## src/rtl/sw_input_port_pkg.sv

```systemverilog
// Shared constants for the switch/button entry port: FSM encoding, nibble width
// and the default debounce length.
package sw_input_port_pkg;

  localparam int NIBBLE_W           = 4;
  localparam int DEB_CYCLES_DEFAULT = 16;

  localparam logic [1:0] ST_ENTRY   = 2'd0;
  localparam logic [1:0] ST_FULL    = 2'd1;
  localparam logic [1:0] ST_DELIVER = 2'd2;

endpackage

```

## src/rtl/sw_input_port_btn_debounce.sv

```systemverilog
// Counter-based button debouncer: a raw level must differ from the accepted level
// for DEB_CYCLES consecutive cycles before it is taken; rise pulses on 0->1 acceptance.
module btn_debounce
  import sw_input_port_pkg::*;
#(
  parameter int DEB_CYCLES = DEB_CYCLES_DEFAULT
) (
  input  logic clk,
  input  logic rst_n,
  input  logic raw,
  output logic stable,
  output logic rise
);

  localparam int CNT_W = $clog2(DEB_CYCLES);
  localparam logic [CNT_W-1:0] CNT_MAX = CNT_W'(DEB_CYCLES - 1);

  logic [CNT_W-1:0] cnt;

  always_ff @(posedge clk or negedge rst_n) begin
    if (!rst_n) begin
      stable <= 1'b0;
      rise   <= 1'b0;
      cnt    <= '0;
    end else begin
      rise <= 1'b0;
      if (raw == stable) begin
        cnt <= '0;
      end else if (cnt == CNT_MAX) begin
        stable <= raw;
        rise   <= raw;
        cnt    <= '0;
      end else begin
        cnt <= cnt + CNT_W'(1);
      end
    end
  end

endmodule

```

## src/rtl/sw_input_port.sv

```systemverilog
// Debounced hex-nibble entry port delivering a DATA_W word to the CPU on request.
// Optional macro SW_INPUT_SYNC_EN adds 2-flop synchronizers on the raw inputs.
module sw_input_port
  import sw_input_port_pkg::*;
#(
  parameter int DATA_W     = 32,
  parameter int DEB_CYCLES = DEB_CYCLES_DEFAULT
) (
  input  logic                                        clk,
  input  logic                                        rst_n,
  input  logic [NIBBLE_W-1:0]                         sw_nibble,
  input  logic                                        btn_push_raw,
  input  logic                                        btn_clear_raw,
  input  logic                                        rd_req,
  output logic                                        rd_ack,
  output logic [DATA_W-1:0]                           rd_data,
  output logic                                        stall,
  output logic [DATA_W-1:0]                           entry_val,
  output logic [$clog2(DATA_W/NIBBLE_W+1)-1:0]        entry_cnt,
  output logic                                        full,
  output logic [1:0]                                  fsm_state
);

  localparam int NIBBLES = DATA_W / NIBBLE_W;
  localparam int CNT_W   = $clog2(NIBBLES + 1);

  logic                push_s;
  logic                clear_s;
  logic [NIBBLE_W-1:0] nib_s;

`ifdef SW_INPUT_SYNC_EN
  logic [1:0]          push_sync;
  logic [1:0]          clear_sync;
  logic [NIBBLE_W-1:0] nib_sync0;
  logic [NIBBLE_W-1:0] nib_sync1;

  always_ff @(posedge clk or negedge rst_n) begin
    if (!rst_n) begin
      push_sync  <= '0;
      clear_sync <= '0;
      nib_sync0  <= '0;
      nib_sync1  <= '0;
    end else begin
      push_sync  <= {push_sync[0], btn_push_raw};
      clear_sync <= {clear_sync[0], btn_clear_raw};
      nib_sync0  <= sw_nibble;
      nib_sync1  <= nib_sync0;
    end
  end

  assign push_s  = push_sync[1];
  assign clear_s = clear_sync[1];
  assign nib_s   = nib_sync1;
`else
  assign push_s  = btn_push_raw;
  assign clear_s = btn_clear_raw;
  assign nib_s   = sw_nibble;
`endif

  logic push_stable;
  logic clear_stable;
  logic push_ev;
  logic clear_ev;

  btn_debounce #(.DEB_CYCLES(DEB_CYCLES)) u_push_deb (
    .clk    (clk),
    .rst_n  (rst_n),
    .raw    (push_s),
    .stable (push_stable),
    .rise   (push_ev)
  );

  btn_debounce #(.DEB_CYCLES(DEB_CYCLES)) u_clear_deb (
    .clk    (clk),
    .rst_n  (rst_n),
    .raw    (clear_s),
    .stable (clear_stable),
    .rise   (clear_ev)
  );

  // Read handshake: rd_req is a level held by the CPU until it sees rd_ack; rd_ack
  // is a single-cycle pulse with rd_data valid in that cycle. A request dropped
  // before rd_ack cancels cleanly, and stall only ever reflects the live rd_req.
  logic [1:0] state;

  always_ff @(posedge clk or negedge rst_n) begin
    if (!rst_n) begin
      state     <= ST_ENTRY;
      entry_val <= '0;
      entry_cnt <= '0;
      full      <= 1'b0;
      rd_ack    <= 1'b0;
      rd_data   <= '0;
    end else begin
      rd_ack <= 1'b0;
      case (state)
        ST_ENTRY: begin
          if (clear_ev) begin
            entry_val <= '0;
            entry_cnt <= '0;
          end else if (push_ev) begin
            entry_val <= {entry_val[DATA_W-NIBBLE_W-1:0], nib_s};
            entry_cnt <= entry_cnt + CNT_W'(1);
            if (entry_cnt == CNT_W'(NIBBLES - 1)) begin
              state <= ST_FULL;
              full  <= 1'b1;
            end
          end
        end
        ST_FULL: begin
          // A pending read beats a same-cycle clear so the finished word is not lost.
          if (rd_req) begin
            state   <= ST_DELIVER;
            rd_ack  <= 1'b1;
            rd_data <= entry_val;
          end else if (clear_ev) begin
            state     <= ST_ENTRY;
            entry_val <= '0;
            entry_cnt <= '0;
            full      <= 1'b0;
          end
        end
        ST_DELIVER: begin
          state     <= ST_ENTRY;
          entry_val <= '0;
          entry_cnt <= '0;
          full      <= 1'b0;
        end
        default: begin
          state <= ST_ENTRY;
        end
      endcase
    end
  end

  assign stall     = rd_req & ~((state == ST_FULL) | (state == ST_DELIVER));
  assign fsm_state = state;

endmodule
```

## config.mk

```make
export PLATFORM = sky130hd
export DESIGN_NAME = sw_input_port
export DESIGN_NICKNAME = d
export VERILOG_FILES = /design/src/rtl/sw_input_port_pkg.sv /design/src/rtl/sw_input_port_btn_debounce.sv /design/src/rtl/sw_input_port.sv
export SDC_FILE = /design/constraint.sdc
export NUM_CORES = 1
export LEC_CHECK = 0
export ABC_CLOCK_PERIOD_IN_PS = 3500
export BUFFER_PORTS_ARGS = -buffer_cell sky130_fd_sc_hd__buf_4
export CAP_MARGIN = 10
export CORE_ASPECT_RATIO = 1.4
export CORE_UTILIZATION = 50
export DETAILED_ROUTE_END_ITERATION = 7
export PLACE_DENSITY = 0.73
export SLEW_MARGIN = 20
export SYNTH_ARGS = -nofsm -noshare
export SYNTH_HDL_FRONTEND = slang
export SYNTH_SLANG_ARGS = --single-unit
```

## constraint.sdc

```tcl
create_clock -name clk -period 3.5 [get_ports clk]
set_input_delay 0.35 -clock clk [delete_from_list [all_inputs] [get_ports clk]]
set_output_delay 0.35 -clock clk [all_outputs]
set_load 0.005 [all_outputs]
```

==> results of run 1 <==
-- per-stage QoR --
step | instance area, um2 | setup slack [ns] | total power [W]
global route | 4350 | 1.13 | 0.00211
finish | 4350 | 1.37 | 0.00202
CTS | 4350 | 1.37 | 0.00204
detailed placement | 4100 | 1.40 | 0.00122
floorplan | 3440 | 1.85 | 0.00112
global placement | 4100 | 1.47 | 0.00121
-- cells in the mapped netlist, types with 3 or more instances --
master	count
mux2_2	34
nand3_1	4
clkbuf_1	3
buf_2	6
a21oi_1	3
xnor2_1	4
nor2b_1	4
buf_6	3
nand2b_1	3
nor3b_1	3
ha_1	7
inv_1	4
nand2_1	68
o21ai_1	34
dfrtp_1	84
-- flip-flops by register name (all words and copies together), names as in the netlist, 2 cells and up --
name and flops:
entry_val 32, entry_cnt 4, u_clear_deb.cnt 4, rd_data 32, u_push_deb.cnt 4, fsm_state 2
-- layer usage --
layer / routed length, um / share of wire / vias to the layer above / track usage
met5: 0 / 0 / - / 0
met4: 142 / 0.022 / 0 / 0.0860
met3: 225 / 0.034 / 12 / 0.0361
met2: 3390 / 0.52 / 62 / 0.321
met1: 2820 / 0.43 / 1146 / 0.254
li1: - / - / 1149 / -
-- worst max-delay path: stages (launching register included) --
cell     delay, ns
dfrtp_1       0.42
inv_1         0.12
ha_1          0.20
nor2b_1       0.20
o32a_2        0.41
buf_4         0.47
o21ai_1       0.15
-- cell type report --
class	instances	area, um2	share of cell area
inverter	5	18.8	0.00431
timing repair buffer	84	634	0.146
tap	92	115	0.0264
clock inverter	7	124	0.0285
clock buffer	9	124	0.0285
multi-input combinational	188	1230	0.284
sequential	84	2100	0.483
-- power by group through the flow --
stage	clock (W)	sequential [W]	combinational [W]
after floorplan	0	0.00107	0.0000576
after global placement	0	0.00107	0.000138
after detailed placement	0	0.00108	0.000141
after CTS	0.000843	0.00106	0.000143
after global routing	0.000880	0.00107	0.000161
final	0.000821	0.00106	0.000140
-- layout by cell type, fill, tap and decap left out, drive strengths merged, types with 4 or more instances in the layout --
cell type,count
buf,84
clkbuf,9
dfrtp,84
ha,7
inv,6
mux2,35
nand2,69
nand3,4
nor2b,4
o21ai,37
xnor2,4
-- how the worst max path moves through the flow --
stage	cells after the start	slack (ns)	end
finish	6	1.37	entry_val[26]
global route	7	1.13	entry_val[14]
CTS	6	1.37	entry_val[26]
detailed placement	6	1.40	entry_val[11]
global placement	6	1.47	entry_cnt[3]
floorplan	7	1.85	entry_cnt[0]
-- cells by family after synthesis --
logic type,count (synthesis),share of synthesized area
fa+ha+maj,7,0.0254
flops,84,0.610
simple gates,92,0.121
buf+inv,19,0.0316
mux,36,0.117
compound gates,49,0.0843
xor+xnor,4,0.0102
==> results.py, run 1 <==
metrics = {
    "logic_synthesis": {
        "synth.avg_cell_area_um2": 11.8,
        "synth_area_mm2": 0.00344,
        "synth-main-ff-cell": "dfrtp_1",
        "synth_top_area_frac": 0.610,
        "yosysWarnings": 0,
        "synth_area_leader_cell": "dfrtp_1",
        "syn-num-nets": 307,
        "synthCells": 291,
        "synthTopCellsByArea": "dfrtp_1, mux2_2, nand2_1, o21ai_1, ha_1",
        "async_flop_share": 1.00,
        "yosysSeqAreaShare": 0.610,
        "synth_edf_count": 0,
        "ys_ff_latch": 84,
        "ys_types": 37,
    },
    "drt": {
        "wirelength_um": 6570,
        "ant_nets": 0,
        "drc": 0,
        "drt_pass1_iterations": 4,
        "vias_per_cell": 5.05,
        "vias": 2369,
        "post_drt_wl_per_cell_um": 14.0,
        "drt_iter0_drc": 140,
    },
    "critical_path": {
        "startpoint_type": "register",
        "cp-startpoint": "fsm_state[1]",
        "worst-r2r-cell-count": 6,
        "critical_path_arrival_ns": 2.34,
        "r2r_slack_ns": 1.37,
        "r2r_end": "entry_val[26]",
        "critPathRequiredTime_ns": 3.71,
        "crit_type": "register to register",
        "cp_max_fo": 49,
        "endpoint_kind": "register",
        "reg2reg_from": "fsm_state[1]",
    },
    "global_route": {
        "grt_pass1_wl_um": 10800,
        "grt_usage": 0.196,
        "grt_max_degree": 85,
        "grt_pass1_vias": 2254,
        "antenna_found_initial": 0,
        "gr-total-overflow": 0,
    },
    "sta": {
        "period_needed_ns": 2.13,
        "max_slew.worst_pin.slew_ns": 0.739,
        "hold_viol_final": 0,
        "setup_violations": 0,
        "fmax_mhz": 470,
        "tns_ns": 0,
        "rsz0062_at_grt": "false",
        "hold_ws_ns": 0.0290,
        "slew_violations": 0,
        "finalCritPeriodShare": 0.608,
        "relSlewSlack": 0.507,
        "skew_ns": 0.00965,
    },
    "clocking": {
        "cts_num_sinks": 84,
        "post_cts_buffers": 0,
        "cts_resized": 0,
        "numCtsBuffers": 9,
        "cts_hold_buf": 0,
        "htree_levels": 3,
        "cts_tree": "built",
        "clockRootBuffer": "clkbuf_8",
        "clockBufferDepth": 2,
        "clkSlewWorstSetupHoldPaths_ns": 0.09,
        "clk_latency_ns": 0.35,
    },
    "power_and_ir_drop": {
        "ir_drop_mv": 0.241,
        "sw_frac_of_total": 0.226,
        "power_leakage_nw": 2.33,
        "combPwrFrac": 0.070,
        "internal-power_w": 0.00156,
        "clkPwrFrac": 0.407,
        "power_frac_seq": 0.524,
        "powerDensity_mw_per_mm2": 464,
        "switchingPower_w": 0.000457,
    },
    "die": {
        "rows": 35,
        "die_area_mm2": 0.00723,
        "die_w_um": 72.2,
        "io_pins": 82,
        "core_area_mm2": 0.00661,
        "die_h_um": 100,
        "start_util": 0.521,
    },
    "hold_path": {
        "hold_path_class": "primary input to async pin",
    },
    "layout": {
        "diodes": 0,
        "final_util": 0.658,
        "layout.cells.non_filler": 469,
        "fill_cells": 532,
        "area_growth_pct": 26.4,
        "drive_above_1_share": 0.379,
        "nets": 388,
    },
    "job": {
        "cap_violations": 0,
    },
    "placed_design": {
        "port_buffers": 81,
        "dp_hpwl_um": 4380,
        "placed_cells": 453,
        "place_congestion": 0.770,
    },
    "outcome": {
        "outcome": "finished clean",
    },
}
Power figures use the tool's default switching activity.
==> run 2: changes to the inputs <==
ABC_CLOCK_PERIOD_IN_PS = 1900   (was 3500)
CORE_UTILIZATION = 48   (was 50)
clock period = 1.9 ns   (was 3.5 ns; I/O delays follow)
==> run 2 against run 1 <==
  * Count of clock-buffer cells in the layout is 2 higher
  * Clock skew is 0.00066 ns higher
  * Combinational power is 90% higher
  * Highest routed layer unchanged
  * Global-route usage is 1.5 points lower
  * Critical path depth is 1 higher
  * First-iteration DRC count is 46% lower
  * Clock power is 83% higher
  * Largest power group unchanged
  * Fmax is 23% higher
  * Worst setup slack worse by 1.2 ns
  * Die area is 4.1% higher
  * Via count is 1.1% lower
==> results.py, run 2 (same netlist as run 1, synthesis figures left out) <==
metrics = {
    "drt": {
        "drc": 0,
        "wirelength_um": 6350,
        "ant_nets": 0,
        "vias_per_cell": 4.94,
        "vias": 2343,
        "post_drt_wl_per_cell_um": 13.4,
        "drt_pass1_iterations": 6,
        "drt_iter0_drc": 75,
    },
    "global_route": {
        "antenna_found_initial": 0,
        "busiest_layer": "met2",
        "grt_max_degree": 70,
        "grtUsageMet2": 0.299,
        "grt_pass1_vias": 2102,
        "grtUsageMet1": 0.226,
        "use_met3": 0.0385,
        "gr-total-overflow": 0,
        "grt_pass1_wl_um": 10000,
        "grt_usage": 0.181,
    },
    "critical_path": {
        "startpoint_type": "register",
        "crit_type": "register to register",
        "worstPathCellList": "inv_1, ha_1, nor2b_1, o32a_2, buf_12, nand2_1, o211ai_2",
        "crit_slowest_cell": "dfrtp_2",
        "cp_max_fo": 69,
        "r2r_end": "entry_cnt[3]",
        "critical_path_arrival_ns": 1.96,
        "critPathRequiredTime_ns": 2.13,
        "cp_num_buf_inv": 2,
        "worst_path_largest_cell_delay_ns": 0.41,
        "endpoint_kind": "register",
        "worst-r2r-cell-count": 7,
        "r2r_slack_ns": 0.17,
        "reg2reg_from": "fsm_state[0]",
        "cpLargestDelayFamily": "compound AO/OA/AOI/OAI gates",
    },
    "sta": {
        "rsz0062_at_grt": "false",
        "hold_ws_ns": 0.0748,
        "relSlewSlack": 0.753,
        "period_needed_ns": 1.73,
        "hold_viol_final": 0,
        "setup_violations": 0,
        "finalCritPeriodShare": 0.910,
        "max_slew.worst_pin.slew_ns": 0.367,
        "skew_ns": 0.0103,
        "tns_ns": 0,
        "slew_violations": 0,
        "fmax_mhz": 578,
    },
    "die": {
        "core_area_mm2": 0.00694,
        "start_util": 0.497,
        "rows": 36,
        "io_pins": 82,
        "die_w_um": 73.6,
        "die_area_mm2": 0.00752,
        "die_h_um": 102,
    },
    "clocking": {
        "htree_levels": 3,
        "cts_num_sinks": 84,
        "clockRootBuffer": "clkbuf_8",
        "numCtsBuffers": 9,
        "clockBufferDepth": 2,
        "cts_tree": "built",
        "clk_latency_ns": 0.35,
        "post_cts_buffers": 0,
        "clkSlewWorstSetupHoldPaths_ns": 0.08,
    },
    "layout": {
        "reg.largest.list": "entry_val (32), rd_data (32)",
        "drive_above_1_share": 0.380,
        "area_growth_pct": 28.3,
        "mostFrequentLayoutCell": "dfrtp_1",
        "mostFrequentLayoutCells": "dfrtp_1, buf_4, nand2_1",
        "diodes": 0,
        "nets": 391,
    },
    "hold_path": {
        "hp-start": "sw_nibble[1]",
        "min_to": "entry_val[1]",
        "hold_path_class": "primary input to register",
        "whs_path_depth": 3,
    },
    "placed_design": {
        "port_buffers": 81,
        "place_congestion": 0.771,
        "dp_hpwl_um": 4340,
    },
    "outcome": {
        "outcome": "finished clean",
    },
    "power_and_ir_drop": {
        "powerDensity_mw_per_mm2": 839,
        "power_leakage_nw": 2.36,
        "ir_drop_mv": 0.730,
    },
    "job": {
        "cap_violations": 0,
    },
}
run 2: stage by stage:
stage	setup slack, ns	instances	cell area (um2)	util	power, W
finish	0.171	474	4420	0.637	0.00371
global placement	0.186	458	4170	0.601	0.00224
floorplan	0.248	291	3440	-	0.00207
global route	0.0379	474	4420	0.637	0.00386
CTS	0.123	474	4420	0.637	0.00376
detailed placement	0.132	458	4170	0.601	0.00225
run 2: power by group:
| group | switching, W | internal (W) |
|---|---|---|
| clock network | 0.000597 | 0.000902 |
| logic | 0.000125 | 0.000141 |
| registers | 0.0000822 | 0.00186 |
| total | 0.000804 | 0.00291 |
run 2: timing repair:
item	4_1_cts	5_1_grt
gates resized for setup	0	1
hold buffers	1	0
hold endpoints to repair	24	0
endpoints found under the setup margin	0	10
run 2: how the worst max path moves through the flow:
stage | from | endpoint | cells after the start
floorplan | fsm_state[0] | entry_cnt[0] | 7
global placement | fsm_state[0] | entry_cnt[3] | 7
detailed placement | fsm_state[0] | entry_cnt[3] | 7
CTS | fsm_state[0] | entry_cnt[3] | 7
global route | fsm_state[0] | entry_cnt[3] | 7
finish | fsm_state[0] | entry_cnt[3] | 7
run 2: cell type report:
type,instances,area (um2)
well taps,95,119
repair buffers,87,706
clock buffers,11,141
clock inverters,4,97.6
flip-flops and latches,84,2100
inverters,5,18.8
fillers,592,2520
multi-input cells,188,1230
run 2: routing by layer:
layer	wire length (um)	up-vias	part of all wire
met3	234	8	0.037
met2	3250	54	0.51
met5	0	-	0
li1	-	1160	-
met4	103	0	0.016
met1	2760	1121	0.44
run 2: tightest hold or removal path, stage by stage:
cell     delay, ns
buf_4         0.11
nand2_1       0.05
o21ai_1       0.05
